File: config.mk
export PLATFORM = sky130hd
export DESIGN_NAME = pipe_ctrl
export DESIGN_NICKNAME = d
export VERILOG_FILES = /design/src/rtl/pipe_pkg.sv /design/src/rtl/stall_wdog.sv /design/src/rtl/pipe_ctrl.sv
export SDC_FILE = /design/constraint.sdc
export NUM_CORES = 1
export LEC_CHECK = 0
export ABC_AREA = 1
export BUFFER_PORTS_ARGS = -buffer_cell sky130_fd_sc_hd__buf_2
export CAP_MARGIN = 40
export CELL_PAD_IN_SITES_DETAIL_PLACEMENT = 1
export CELL_PAD_IN_SITES_GLOBAL_PLACEMENT = 2
export CORE_MARGIN = 5
export CORE_UTILIZATION = 21
export DETAILED_ROUTE_END_ITERATION = 16
export MAX_ROUTING_LAYER = met4
export PLACE_DENSITY = 0.91
export SLEW_MARGIN = 20
export SYNTH_ARGS = -nofsm -noshare
export SYNTH_HDL_FRONTEND = slang
export SYNTH_SLANG_ARGS = --single-unit
File: constraint.sdc
create_clock -name clk -period 2.7 [get_ports clk]
set_input_delay 0.135 -clock clk [delete_from_list [all_inputs] [get_ports clk]]
set_output_delay 0.135 -clock clk [all_outputs]
set_load 0.03 [all_outputs]
File: src/rtl/pipe_pkg.sv
// Shared stage indices, redirect FSM encoding and helpers for the pipeline controller.
package pipe_pkg;

    localparam int unsigned STG_PC = 0;
    localparam int unsigned STG_IF = 1;
    localparam int unsigned STG_ID = 2;
    localparam int unsigned STG_EX = 3;
    localparam int unsigned STG_LS = 4;
    localparam int unsigned STG_WB = 5;

    typedef enum logic [0:0] {
        StIdle  = 1'b0,
        StRedir = 1'b1
    } redir_state_e;

    function automatic int unsigned clamp_depth(input int unsigned depth,
                                                input int unsigned nstage);
        return (depth > nstage) ? nstage : depth;
    endfunction

endpackage

File: src/rtl/stall_wdog.sv
// Stall watchdog: counts consecutive stalled cycles and raises a sticky timeout flag.
module stall_wdog
    import pipe_pkg::*;
#(
    parameter int unsigned TMO_W = 8
) (
    input  logic clk,
    input  logic rst,
    input  logic stall,
    output logic tmo
);

    localparam logic [TMO_W-1:0] CntMax = '1;

    logic [TMO_W-1:0] cnt_q, cnt_d;
    logic             tmo_q, tmo_d;

    always_comb begin
        cnt_d = '0;
        if (stall) begin
            cnt_d = (cnt_q == CntMax) ? cnt_q : cnt_q + 1'b1;
        end
        // Flag follows one cycle after the counter sits at its ceiling.
        tmo_d = tmo_q | (cnt_q == CntMax);
    end

    always_ff @(posedge clk) begin
        if (rst) begin
            cnt_q <= '0;
            tmo_q <= 1'b0;
        end else begin
            cnt_q <= cnt_d;
            tmo_q <= tmo_d;
        end
    end

    assign tmo = tmo_q;

endmodule

File: src/rtl/pipe_ctrl.sv
// Pipeline hazard controller: decodes stall/flush requests per stage and tracks a
// pending fetch redirect until the IFU accepts it.
module pipe_ctrl
    import pipe_pkg::*;
#(
    parameter int unsigned                  NSTAGE      = 6,
    parameter int unsigned                  NSTALL      = 3,
    parameter int unsigned                  NFLUSH      = 3,
    parameter int unsigned                  AW          = 32,
    parameter logic [NSTALL*8-1:0]          STALL_DEPTH = {8'd3, 8'd4, 8'd3},
    parameter logic [NFLUSH*(NSTAGE-2)-1:0] FLUSH_MASK  = {4'b0001, 4'b0011, 4'b0001},
    parameter int unsigned                  TMO_W       = 8
) (
    input  logic                 clk,
    input  logic                 rst,
    input  logic [NSTALL-1:0]    stallreq_i,
    input  logic [NFLUSH-1:0]    flushreq_i,
    input  logic [NFLUSH*AW-1:0] flush_pc_i,
    output logic [NSTAGE-1:0]    stall_o,
    output logic [NSTAGE-3:0]    flush_o,
    output logic                 redirect_valid_o,
    output logic [AW-1:0]        redirect_pc_o,
    input  logic                 redirect_ready_i,
    output logic                 stall_tmo_o
);

    redir_state_e state_q, state_d;
    logic [AW-1:0] pc_q, pc_d;
    logic [AW-1:0] sel_pc;
    logic          sel_found;
    logic          redir_force;

    // A redirect still pending while reset is asserted must not hold the front end.
    assign redir_force = (state_q == StRedir) && !rst;

    always_comb begin
        stall_o = '0;
        for (int unsigned i = 0; i < NSTALL; i++) begin
            if (stallreq_i[i]) begin
                for (int unsigned k = 0; k < NSTAGE; k++) begin
                    if (k < clamp_depth(32'(STALL_DEPTH[i*8 +: 8]), NSTAGE)) begin
                        stall_o[k] = 1'b1;
                    end
                end
            end
        end
        if (redir_force) begin
            stall_o[STG_PC] = 1'b1;
            stall_o[STG_IF] = 1'b1;
        end
    end

    always_comb begin
        flush_o = '0;
        for (int unsigned j = 0; j < NFLUSH; j++) begin
            if (flushreq_i[j]) begin
                flush_o = flush_o | FLUSH_MASK[j*(NSTAGE-2) +: (NSTAGE-2)];
            end
        end
    end

    // Lowest-index flush source wins the redirect target.
    always_comb begin
        sel_pc    = '0;
        sel_found = 1'b0;
        for (int unsigned j = 0; j < NFLUSH; j++) begin
            if (flushreq_i[j] && !sel_found) begin
                sel_pc    = flush_pc_i[j*AW +: AW];
                sel_found = 1'b1;
            end
        end
    end

    always_comb begin
        state_d = state_q;
        pc_d    = pc_q;
        unique case (state_q)
            StIdle: begin
                if (sel_found) begin
                    state_d = StRedir;
                    pc_d    = sel_pc;
                end
            end
            StRedir: begin
                if (sel_found) begin
                    pc_d = sel_pc;
                end else if (redirect_ready_i) begin
                    state_d = StIdle;
                end
            end
            default: state_d = StIdle;
        endcase
    end

    always_ff @(posedge clk) begin
        if (rst) begin
            state_q <= StIdle;
            pc_q    <= '0;
        end else begin
            state_q <= state_d;
            pc_q    <= pc_d;
        end
    end

    assign redirect_valid_o = (state_q == StRedir);
    assign redirect_pc_o    = pc_q;

    stall_wdog #(
        .TMO_W(TMO_W)
    ) u_stall_wdog (
        .clk  (clk),
        .rst  (rst),
        .stall(|stall_o),
        .tmo  (stall_tmo_o)
    );

endmodule

==> flow_metrics.env <==
export IMPL_ys_flop_type="dfxtp_1"
export IMPL_postRouteAntennaNets=0
export IMPL_worst_slack_ns=1.29
export IMPL_synth_edf_count=0
export IMPL_max_freq_mhz=708
export IMPL_crit_buf_inv=0
export IMPL_grt_pass1_vias=2943
export IMPL_tightest_slew_ns=0.628
export IMPL_start_kind="register"
export IMPL_drv_cap=0
export IMPL_leakagePower_uw=0.00190
export IMPL_nNetsFinal=640
export IMPL_cts_inserted_buffers=5
export IMPL_hold_viol=0
export IMPL_portBuffers=144
export IMPL_vias=2783
export IMPL_drc_errors=0
export IMPL_required_ns=2.87
export IMPL_yosys_area_top_type="dfxtp_1"
export IMPL_yosysWarnings=0
export IMPL_power_uw=1730
export IMPL_gp_congestion=0.740
export IMPL_avgViaCountPerCell=4.12
export IMPL_die_x_um=116
export IMPL_grt_total_usage_pct=13.3
export IMPL_die_h_um=116
export IMPL_synth_seq_area_share_pct=35.4
export IMPL_hold_buffers=0
export IMPL_antenna_found_initial=0
export IMPL_cts_root_buf="clkbuf_16"
export IMPL_relSlewSlack_pct=58.0
export IMPL_setup_viol=0
export IMPL_cts_resized=0
export IMPL_clk_latency_ns=0.28
export IMPL_status="complete, no violations"
export IMPL_drt_total_wl_um=8750
export IMPL_synth_seq_cells=42
export IMPL_grt_max_degree=35
export IMPL_crit_family="simple AND/OR/NAND/NOR gates"
export IMPL_fin_setup_tns_ns=0
export IMPL_critical_path_class="register to register"
export IMPL_synth_area_per_cell_um2=5.93
export IMPL_skew_ns=0.00382
export IMPL_fin_crit_ns=1.41
export IMPL_synth_common_cells="nand2_1, nor2_1, dfxtp_1"
export IMPL_postCtsSetupBuffers=0
export IMPL_clk_pin_slew_ns=0.06
export IMPL_netlist_instances=401
export IMPL_hpwl_um=7050
export IMPL_mappedNetlistArea_um2=2380
export IMPL_cp_max_fo=9
export IMPL_yosysTopAreaCellShare_pct=35.4
export IMPL_insertedDiodeCount=0
export IMPL_async_flop_share_pct=0
export IMPL_drt_iter0_drc=85
export IMPL_initial_core_util_pct=21.6
export IMPL_slew_violations=0
export IMPL_pre_cts_slack_ns=1.04
export IMPL_end_kind="register"
export IMPL_power_density_nw_per_um2=524
export IMPL_irDropWorstVdd_mv=0.238
export IMPL_clock_sinks=42
export IMPL_first_pass_iters=4
export IMPL_crit_chain="ha_1, nand2_1, nor2_2, nand2_2, a21oi_1, nor2_1"
export IMPL_coreArea_um2=11000
export IMPL_yosysMostFrequentCell="nand2_1"
export IMPL_cts_tree="built"
export IMPL_syn_to_final_growth_pct=38.7
export IMPL_synth_area_leaders="dfxtp_1, nand2_1, nor2_1"
export IMPL_critPathMaxStageDelay_ns=0.38
export IMPL_globalRouteOverflowTotal=0
export IMPL_synth_cell_types=20
export IMPL_die_area_um2=13500
export IMPL_drive_gt1_share_pct=30.3
export IMPL_clock_path_buffers=2
export IMPL_hold_path_class="input port to register"
export IMPL_rsz0062_at_grt="no"
export IMPL_crit_arrival_ns=1.59
export IMPL_period_share_pct=52.3
export IMPL_crit_slowest_cell="dfxtp_1"
export IMPL_grt_pass1_wl_um=13900
export IMPL_h_tree_depth=2
export IMPL_wl_per_cell_um=13.0
export IMPL_ioPinCount=149
export IMPL_rows=38
==> routing by layer <==
layer | track usage [%] | vias up | share of wire, %
met3 | 2.07 | 5 | 6.5
met4 | 2.78 | 0 | 1.0
met1 | 15.5 | 1227 | 43
li1 | - | 1468 | -
met5 | - | - | 0
met2 | 24.0 | 83 | 50
==> final timing paths <==
check	slack [ns]	from	endpoint	depth (start not counted)
max	1.29	u_stall_wdog.cnt_q[1]	u_stall_wdog.cnt_q[4]	6
min	0.05	redirect_ready_i	redirect_valid_o	2
max reg2reg	1.29	u_stall_wdog.cnt_q[1]	u_stall_wdog.cnt_q[4]	6
min reg2reg	0.45	redirect_pc_o[4]	redirect_pc_o[4]	2
==> layout make-up <==
class | count | area [um^2]
multi-input cells | 310 | 1270
fillers | 1484 | 7690
repair buffers | 146 | 736
inverters | 29 | 109
well taps | 140 | 175
clock inverters | 1 | 30.0
flip-flops and latches | 42 | 841
clock buffers | 7 | 133
==> flip-flops by register name, summed over array words and instances, names as in the netlist <==
| name | count |
|---|---|
| redirect_pc_o | 32 |
| u_stall_wdog.cnt_q | 8 |
| redirect_valid_o | 1 |
| u_stall_wdog.tmo | 1 |
==> cell usage in the layout (no fill, tap or decap) <==
cell	Yosys	final
a31oi_1	1	1
nor2_2	2	2
nand2_4	1	1
nor2_1	57	57
a21oi_1	8	8
inv_2	2	2
o21ai_0	1	1
clkbuf_1	3	2
nor2_4	2	2
conb_1	1	4
buf_4	9	2
nand2_1	189	189
nand3_1	40	40
clkbuf_16	0	5
ha_1	1	1
nor3_1	1	1
nand2_2	3	3
buf_2	6	144
inv_1	27	27
bufinv_16	0	1
dfxtp_1	42	42
==> power by group <==
group	leakage [uW]	switching, uW	internal [uW]	total, uW
sequential	0.000346	22.8	661	684
combinational	0.00147	241	134	375
clock	0.0000781	232	437	669
==> through the flow <==
step	util, %	std cells	hold WS (ns)	area, um^2
after global routing	30.0	675	0.0427	3300
final	30.0	675	0.0527	3300
after global placement	28.5	667	0.331	3130
after CTS	30.0	675	0.0427	3300
after floorplan	-	404	0.204	2390
after detailed placement	28.5	667	0.341	3130
==> kinds of logic after synthesis <==
kind of cell               after synthesis  synth area share (%)
AOI/OAI and AO/OA                       10                  2.16
adders and majority gates                1                 0.527
buffers and inverters                   52                  11.5
DFF                                     42                  35.4
other                                    1                 0.158
and+or+nand+nor                        295                  50.2
(Power assumes the default switching activity.)
